### src/rtl/alu_issue_ctrl.sv
// alu_issue_ctrl: four-cycle issue/writeback controller for an external
// combinational ALU. Accepts R-type words, reads operands from a local
// register file, drives the ALU, then writes the result back.
//
// state  | meaning
// -------+--------------------------------------------------------------
// IDLE   | ready for a new instruction; word latched on handshake
// READ   | decode funct, read rs/rt (or shamt), register ALU inputs
// EXEC   | ALU inputs stable; result and flags sampled at cycle end
// WB     | write rd (legal, rd!=0), pulse done_o, back to IDLE
module alu_issue_ctrl #(
  parameter int NREG = 32,
  parameter int XLEN = 32
) (
  input  logic            clk_i,
  input  logic            rst_i,
  input  logic            instr_valid_i,
  output logic            instr_ready_o,
  input  logic [31:0]     instr_i,
  output logic [XLEN-1:0] opr_a_alu_o,
  output logic [XLEN-1:0] opr_b_alu_o,
  output logic [5:0]      op_alu_o,
  input  logic [XLEN-1:0] res_alu_i,
  input  logic            z_alu_i,
  input  logic            n_alu_i,
  output logic            done_o,
  output logic            illegal_o,
  output logic [XLEN-1:0] res_o,
  output logic            z_o,
  output logic            n_o,
  input  logic [4:0]      dbg_addr_i,
  output logic [XLEN-1:0] dbg_data_o
);

  typedef enum logic [1:0] {S_IDLE, S_READ, S_EXEC, S_WB} state_t;

  localparam logic [5:0] F_ADD  = 6'b100000;
  localparam logic [5:0] F_SUB  = 6'b100010;
  localparam logic [5:0] F_AND  = 6'b100100;
  localparam logic [5:0] F_OR   = 6'b100101;
  localparam logic [5:0] F_XOR  = 6'b100110;
  localparam logic [5:0] F_NOR  = 6'b100111;
  localparam logic [5:0] F_SLT  = 6'b101010;
  localparam logic [5:0] F_SLTU = 6'b101011;
  localparam logic [5:0] F_SHL  = 6'b000010;
  localparam logic [5:0] F_LSR  = 6'b000011;
  localparam logic [5:0] F_ASR  = 6'b000100;

  state_t          r_state;
  state_t          w_next_state;
  logic [31:0]     r_instr;
  logic            r_illegal;
  logic [XLEN-1:0] r_regs [NREG];

  logic [5:0]      w_opcode;
  logic [4:0]      w_rs;
  logic [4:0]      w_rt;
  logic [4:0]      w_rd;
  logic [4:0]      w_shamt;
  logic [5:0]      w_funct;
  logic            w_legal;
  logic            w_is_shift;

  assign w_opcode = r_instr[31:26];
  assign w_rs     = r_instr[25:21];
  assign w_rt     = r_instr[20:16];
  assign w_rd     = r_instr[15:11];
  assign w_shamt  = r_instr[10:6];
  assign w_funct  = r_instr[5:0];

  // Decode legality and shift class from the latched word.
  always_comb begin
    w_legal    = 1'b0;
    w_is_shift = 1'b0;
    case (w_funct)
      F_ADD, F_SUB, F_AND, F_OR, F_XOR, F_NOR, F_SLT, F_SLTU:
        w_legal = (w_opcode == 6'b000000);
      F_SHL, F_LSR, F_ASR: begin
        w_legal    = (w_opcode == 6'b000000);
        w_is_shift = 1'b1;
      end
      default: begin
        w_legal    = 1'b0;
        w_is_shift = 1'b0;
      end
    endcase
  end

  // State register.
  always_ff @(posedge clk_i) begin
    if (rst_i) r_state <= S_IDLE;
    else       r_state <= w_next_state;
  end

  // Next-state and handshake/completion outputs.
  always_comb begin
    w_next_state  = r_state;
    instr_ready_o = 1'b0;
    done_o        = 1'b0;
    illegal_o     = 1'b0;
    case (r_state)
      S_IDLE: begin
        instr_ready_o = 1'b1;
        if (instr_valid_i) w_next_state = S_READ;
      end
      S_READ: w_next_state = S_EXEC;
      S_EXEC: w_next_state = S_WB;
      S_WB: begin
        done_o       = 1'b1;
        illegal_o    = r_illegal;
        w_next_state = S_IDLE;
      end
      default: w_next_state = S_IDLE;
    endcase
  end

  // Datapath: instruction latch, ALU input registers, result capture, register file.
  // res_o/z_o/n_o load entering WB so they are already valid while done_o is high;
  // the register file then takes res_o at the end of WB.
  always_ff @(posedge clk_i) begin
    if (rst_i) begin
      r_instr     <= '0;
      r_illegal   <= 1'b0;
      opr_a_alu_o <= '0;
      opr_b_alu_o <= '0;
      op_alu_o    <= '0;
      res_o       <= '0;
      z_o         <= 1'b0;
      n_o         <= 1'b0;
      for (int i = 0; i < NREG; i++) r_regs[i] <= '0;
    end else begin
      if (r_state == S_IDLE && instr_valid_i) r_instr <= instr_i;
      if (r_state == S_READ) begin
        op_alu_o    <= w_funct;
        opr_a_alu_o <= r_regs[w_rs];
        opr_b_alu_o <= w_is_shift ? {{(XLEN-5){1'b0}}, w_shamt} : r_regs[w_rt];
        r_illegal   <= !w_legal;
      end
      if (r_state == S_EXEC && !r_illegal) begin
        res_o <= res_alu_i;
        z_o   <= z_alu_i;
        n_o   <= n_alu_i;
      end
      if (r_state == S_WB && !r_illegal && w_rd != 5'd0) r_regs[w_rd] <= res_o;
    end
  end

  // Debug read port; register 0 always reads zero.
  always_comb begin
    dbg_data_o = '0;
    if (dbg_addr_i != 5'd0) dbg_data_o = r_regs[dbg_addr_i];
  end

endmodule

### config.mk
export PLATFORM = sky130hd
export DESIGN_NAME = alu_issue_ctrl
export DESIGN_NICKNAME = d
export VERILOG_FILES = /design/src/rtl/alu_issue_ctrl.sv
export SDC_FILE = /design/constraint.sdc
export NUM_CORES = 2
export LEC_CHECK = 0
export CAP_MARGIN = 25
export CORE_MARGIN = 8
export CORE_UTILIZATION = 60
export DETAILED_ROUTE_END_ITERATION = 6
export MAX_ROUTING_LAYER = met4
export PLACE_DENSITY_LB_ADDON = 0.15
export SYNTH_ARGS = -nofsm -noshare
export SYNTH_HDL_FRONTEND = slang
export SYNTH_SLANG_ARGS = --single-unit
### constraint.sdc
create_clock -name clk_i -period 5 [get_ports clk_i]
set_clock_uncertainty 0.1 [all_clocks]
set_input_delay 1.25 -clock clk_i [delete_from_list [all_inputs] [get_ports clk_i]]
set_output_delay 1.25 -clock clk_i [all_outputs]
set_load 0.05 [all_outputs]
# After elaboration in Yosys (flattened, before gate mapping)
# Memory sizes are Yosys's and may differ from the RTL's. A register that Yosys moved wholly into a read port is not among the register bits.
# Cells that the tools add are included.
# Widths: inputs -> output; s select.
dict set report word_totals {
  word_cells 56
  out_inout_bits 139
  ram_bits 1024
  ff_bits 107
  in_bits 74
  n_memories 1
}
dict set report op_classes {
  muxes 19
  n_reduce_logical 13
  n_eq_ne 15
}
# memory depth word_bits read_ports rd_clocked_by_memory_dff wr line
set mem_list {}
lappend mem_list {r_regs 32 32 3 2 32 53} ;# logic [XLEN-1:0] r_regs [NREG];
# cell n
set op_table {}
lappend op_table {{$mux 32} 3}
lappend op_table {{$eq 6x6->1 const B} 8}
lappend op_table {{$reduce_or 32->1} 1}
lappend op_table {{$mux 5} 3}
lappend op_table {{$eq 6x2->1 const B} 2}
lappend op_table {{$mux 1} 11}
lappend op_table {{$reduce_or 11->1} 1}
lappend op_table {{$reduce_bool 5->1} 2}
lappend op_table {{$pmux 2 s4} 1}
lappend op_table {{$eq 6x3->1 const B} 1}
lappend op_table {{$logic_not 6->1} 1}
lappend op_table {{$eq 2x2->1 const B} 2}
lappend op_table {{$logic_and 1x1->1} 4}
lappend op_table {{$reduce_or 3->1} 1}
lappend op_table {{$eq 2x1->1 const B} 1}
lappend op_table {{$logic_not 1->1} 2}
lappend op_table {{$logic_not 2->1} 1}
lappend op_table {{$mux 2} 1}
lappend op_table {{$ne 2x2->1 const B} 1}

# Depth between registers and ports, before layout
dict set report depth {
  ltp_word 8
  depth_mapped 9
  ltp_nobuf 7
}

# Least setup slack after synthesis
# OpenSTA, ideal clock, no wires.
dict set report synth_timing {
  kind {input to output}
  start {in dbg_addr_i[1]}
  end {out dbg_data_o[19]}
  t_arrival_ps 3165
  path_buffers 3
  path_stages 7
  required_ps 3650
  path_slack_ps 485
  cell_sequence {buf_2 -> clkbuf_1 -> clkbuf_1 -> mux4_2 -> mux4_2 -> inv_1 -> o21ai_1}
}
dict set report synth_between {
  elab_chain_len 2
  word_cells_on_any_way 3
  cone_classes {mux: 1; reduce/logical: 1; memory: 1}
}
# item line
set synth_lines {}
lappend synth_lines {{start, declared} 31} ;# input logic [4:0] dbg_addr_i,
lappend synth_lines {{$mem_v2 32x32 / $reduce_bool 5->1 (equally long branches)} -}
lappend synth_lines {{$mux 32 (*)} 151} ;# if (dbg_addr_i != 5'd0) dbg_data_o = r_regs[dbg_addr_i];
lappend synth_lines {{end, declared} 32} ;# output logic [XLEN-1:0] dbg_data_o
# Mark *: on every way between the ends. The rest lies on a longest branch, timed or not.

# Final worst setup path
dict set report layout_timing {
  start {in dbg_addr_i[0]}
  end {out dbg_data_o[9]}
}
# Same word-level chain as after synthesis.

==> flow_metrics.tcl <==
set metrics [dict create \
    syn_to_final_growth_pct 12.8 \
    drc_errors 2 \
    cts_repair_resize_count 0 \
    hpwl_um 149000 \
    tightest_slew_ns 1.21 \
    p_switching_mw 10.1 \
    relSlewSlack_pct 19.3 \
    cts-buffers-inserted 120 \
    synth_area_leaders "edfxtp_1 (46%), mux4_2 (26%), and2_1 (9.3%)" \
    rr_worst_depth 6 \
    drt-total-wl_um 259000 \
    syn_avg_cell_area_um2 14.5 \
    setup_tns_ns 0 \
    fin_ws_ns 0.166 \
    fmax_mhz 207 \
    synth_seq_cells 1168 \
    yosysUniqueCellTypes 56 \
    post_cts_buffers 0 \
    antenna_found_initial 20 \
    ir_drop_uv 442 \
    vias_per_cell 7.78 \
    postRouteAntennaNets 0 \
    clockPowerShare_pct 31.2 \
    rows 122 \
    p_int_mw 19.7 \
    outcome "finished, violations left" \
    die_w_um 349 \
    total_leakage_power_nw 25.7 \
    synth.top_cell.area_share_pct 46.1 \
    synth_top_area_cell "edfxtp_1" \
    dieArea_um2 122000 \
    ys_async_sr_fraction_pct 0 \
    path_class "in -> out" \
    grt_setup_unrepaired "false" \
    hold_depth 2 \
    synthesis.area_um2 66700 \
    start_util_pct 60.3 \
    num_vias 49341 \
    drv_slew 0 \
    grt_use_total_pct 43.3 \
    clk_pin_slew_ns 0.06 \
    die_h_um 349 \
    cts_tree "yes" \
    nets 4764 \
    setup_violations 0 \
    post_route_cells_drive_above_1_share_pct 28.0 \
    io_pins 213 \
    power_frac_seq_pct 40.5 \
    htree_levels 3 \
    first_pass_iters 7 \
    crit_required_ns 3.65 \
    synth_top_flop_cell "edfxtp_1" \
    hold_viol 0 \
    register_area_um2 33700 \
    power_density_nw_per_um2 397 \
    maxCapViolCount 0 \
    finalCritPeriodShare_pct 96.7 \
    min-delay-path-class "reg -> reg" \
    place.gp.congestion 0.954 \
    overflow 0 \
    design.core.area_um2 111000 \
    clkSinkCount 1168 \
    wl_per_cell_um 40.9 \
    failed_checks "DRC" \
    clock-root-buffer "clkbuf_16" \
    crit_path_start_kind "input port" \
    cts_buffer_depth 3 \
    worst_setup_path_end_kind "output port" \
    comb_power_share_pct 28.4 \
    port_buffers 212 \
    drtIter0Drc 9958 \
    min_period_ns 4.83 \
    multiInputGateArea_um2 31100 \
    synth-edff-count 1024 \
    worstPathMaxFanout 26 \
    grt_pass1_wl_um 359000 \
    grt_pass1_vias 47223 \
    nFillCells 7547 \
    yosysSeqAreaShare_pct 50.4 \
    grt_max_degree 83 \
    pre_cts_ws_ns 0.220 \
    ys_warn_count 0 \
    switching_share_pct 33.9 \
    syn-instance-count 4585 \
    worstPathArrival_ns 3.48 \
    final_core_util_pct 68.1 \
    postCtsHoldBufs 0 \
    clk_latency_ns 0.73 \
]
worst max-delay path, stage by stage:
cell     delay [ns]
buf_8          0.21
buf_12         0.27
buf_4          0.19
mux4_2         0.49
mux4_2         0.47
nand2_1        0.07
o21ai_1        0.22
buf_4          0.28
power by group through the flow:
stage | registers, mW | clock network [mW] | logic (mW)
6_report | 12.1 | 9.31 | 8.47
3_3_place_gp | 12.2 | 0 | 8.13
2_1_floorplan | 12.5 | 0 | 4.78
3_5_place_dp | 12.2 | 0 | 8.20
5_1_grt | 12.1 | 9.62 | 8.67
4_1_cts | 12.0 | 9.25 | 8.24
synthesized netlist by cell type (3+ instances only):
cell type	number
mux4_2	780
buf_1	31
edfxtp_1	1024
mux2i_1	129
a221o_1	14
buf_6	31
o21ai_0	38
nor3b_1	5
a221oi_1	46
o221ai_1	7
a211oi_1	16
o22a_1	7
o21bai_1	18
nor2_1	114
or3_1	4
buf_2	71
a221oi_2	3
nand3_1	10
nor2b_1	20
o21ai_1	35
a211o_1	20
or2_2	33
nand2_1	200
clkbuf_1	344
nand3b_1	9
o211ai_1	4
a22oi_1	20
nand2b_1	16
o22ai_1	131
nor3_1	55
dfxtp_1	144
ha_1	4
and2_1	995
a31oi_1	3
buf_4	19
a22o_1	24
inv_1	35
a21oi_1	102
registers in the layout, summed over array words and instances (netlist names), named ones only:
| register | flops |
|---|---|
| opr_a_alu_o | 32 |
| r_regs | 1024 |
| res_o | 32 |
| r_state | 2 |
| z_o | 1 |
| op_alu_o | 6 |
| r_illegal | 1 |
| opr_b_alu_o | 32 |
| n_o | 1 |
| r_instr | 32 |
cell usage in the layout, fill, tap and decap left out, drive strengths merged, types with 3 or more instances in the layout:
| cell | count |
|---|---|
| a211o | 20 |
| a211oi | 17 |
| a21oi | 102 |
| a221o | 14 |
| a221oi | 49 |
| a22o | 24 |
| a22oi | 20 |
| a31oi | 3 |
| and2 | 995 |
| buf | 272 |
| bufinv | 10 |
| clkbuf | 170 |
| clkdlybuf4s50 | 174 |
| clkinv | 38 |
| clkinvlp | 7 |
| conb | 32 |
| dfxtp | 144 |
| diode | 57 |
| edfxtp | 1024 |
| ha | 4 |
| inv | 40 |
| mux2i | 129 |
| mux4 | 780 |
| nand2 | 200 |
| nand2b | 16 |
| nand3 | 10 |
| nand3b | 9 |
| nor2 | 114 |
| nor2b | 20 |
| nor3 | 57 |
| nor3b | 6 |
| o211ai | 4 |
| o21ai | 73 |
| o21bai | 18 |
| o221ai | 7 |
| o22a | 7 |
| o22ai | 131 |
| or2 | 34 |
| or3 | 4 |
| or3b | 3 |
worst paths after layout:
kind              slack (ns)              end             from
setup reg to reg        1.40  opr_b_alu_o[14]        flip-flop
hold / removal          0.34  opr_a_alu_o[21]  opr_a_alu_o[21]
setup / recovery        0.17    dbg_data_o[9]    dbg_addr_i[0]
hold reg to reg         0.34  opr_a_alu_o[21]  opr_a_alu_o[21]
logic make-up (layout without fill, tap and decap cells):
family / Yosys count / after routing / synth area share, %
other: 1 / 89 / 0.00562
buffers and inverters: 534 / 711 / 3.63
flip-flops: 1168 / 1168 / 50.4
AO/OA/AOI/OAI: 493 / 493 / 4.94
AND/OR/NAND/NOR: 1474 / 1474 / 12.6
multiplexers: 911 / 911 / 28.3
adder cells (fa/ha/maj): 4 / 4 / 0.0751
layer usage:
layer | GRT usage, % | share of wire (%)
met5 | - | 0
met4 | 26.0 | 7.0
met2 | 57.2 | 42
met3 | 19.6 | 19
met1 | 54.6 | 32
metrics by stage:
step | hold WS (ns) | area, um^2 | std cells | power [mW]
6_report | 0.340 | 75200 | 6338 | 29.9
2_1_floorplan | 0.336 | 66800 | 4616 | 17.3
3_3_place_gp | 0.330 | 71000 | 6051 | 20.3
3_5_place_dp | 0.334 | 71000 | 6051 | 20.4
5_1_grt | 0.359 | 75200 | 6312 | 30.4
4_1_cts | 0.345 | 75100 | 6280 | 29.5
area by class of cell:
cell class	count	share of cell area (%)
multi-input cells	2914	41.3
diodes	57	0.190
repair buffers	446	5.79
clock inverters	59	0.772
well taps	1488	2.47
flip-flops and latches	1168	44.7
clock buffers	170	4.58
inverters	36	0.180
Power figures use the tool's default switching activity.
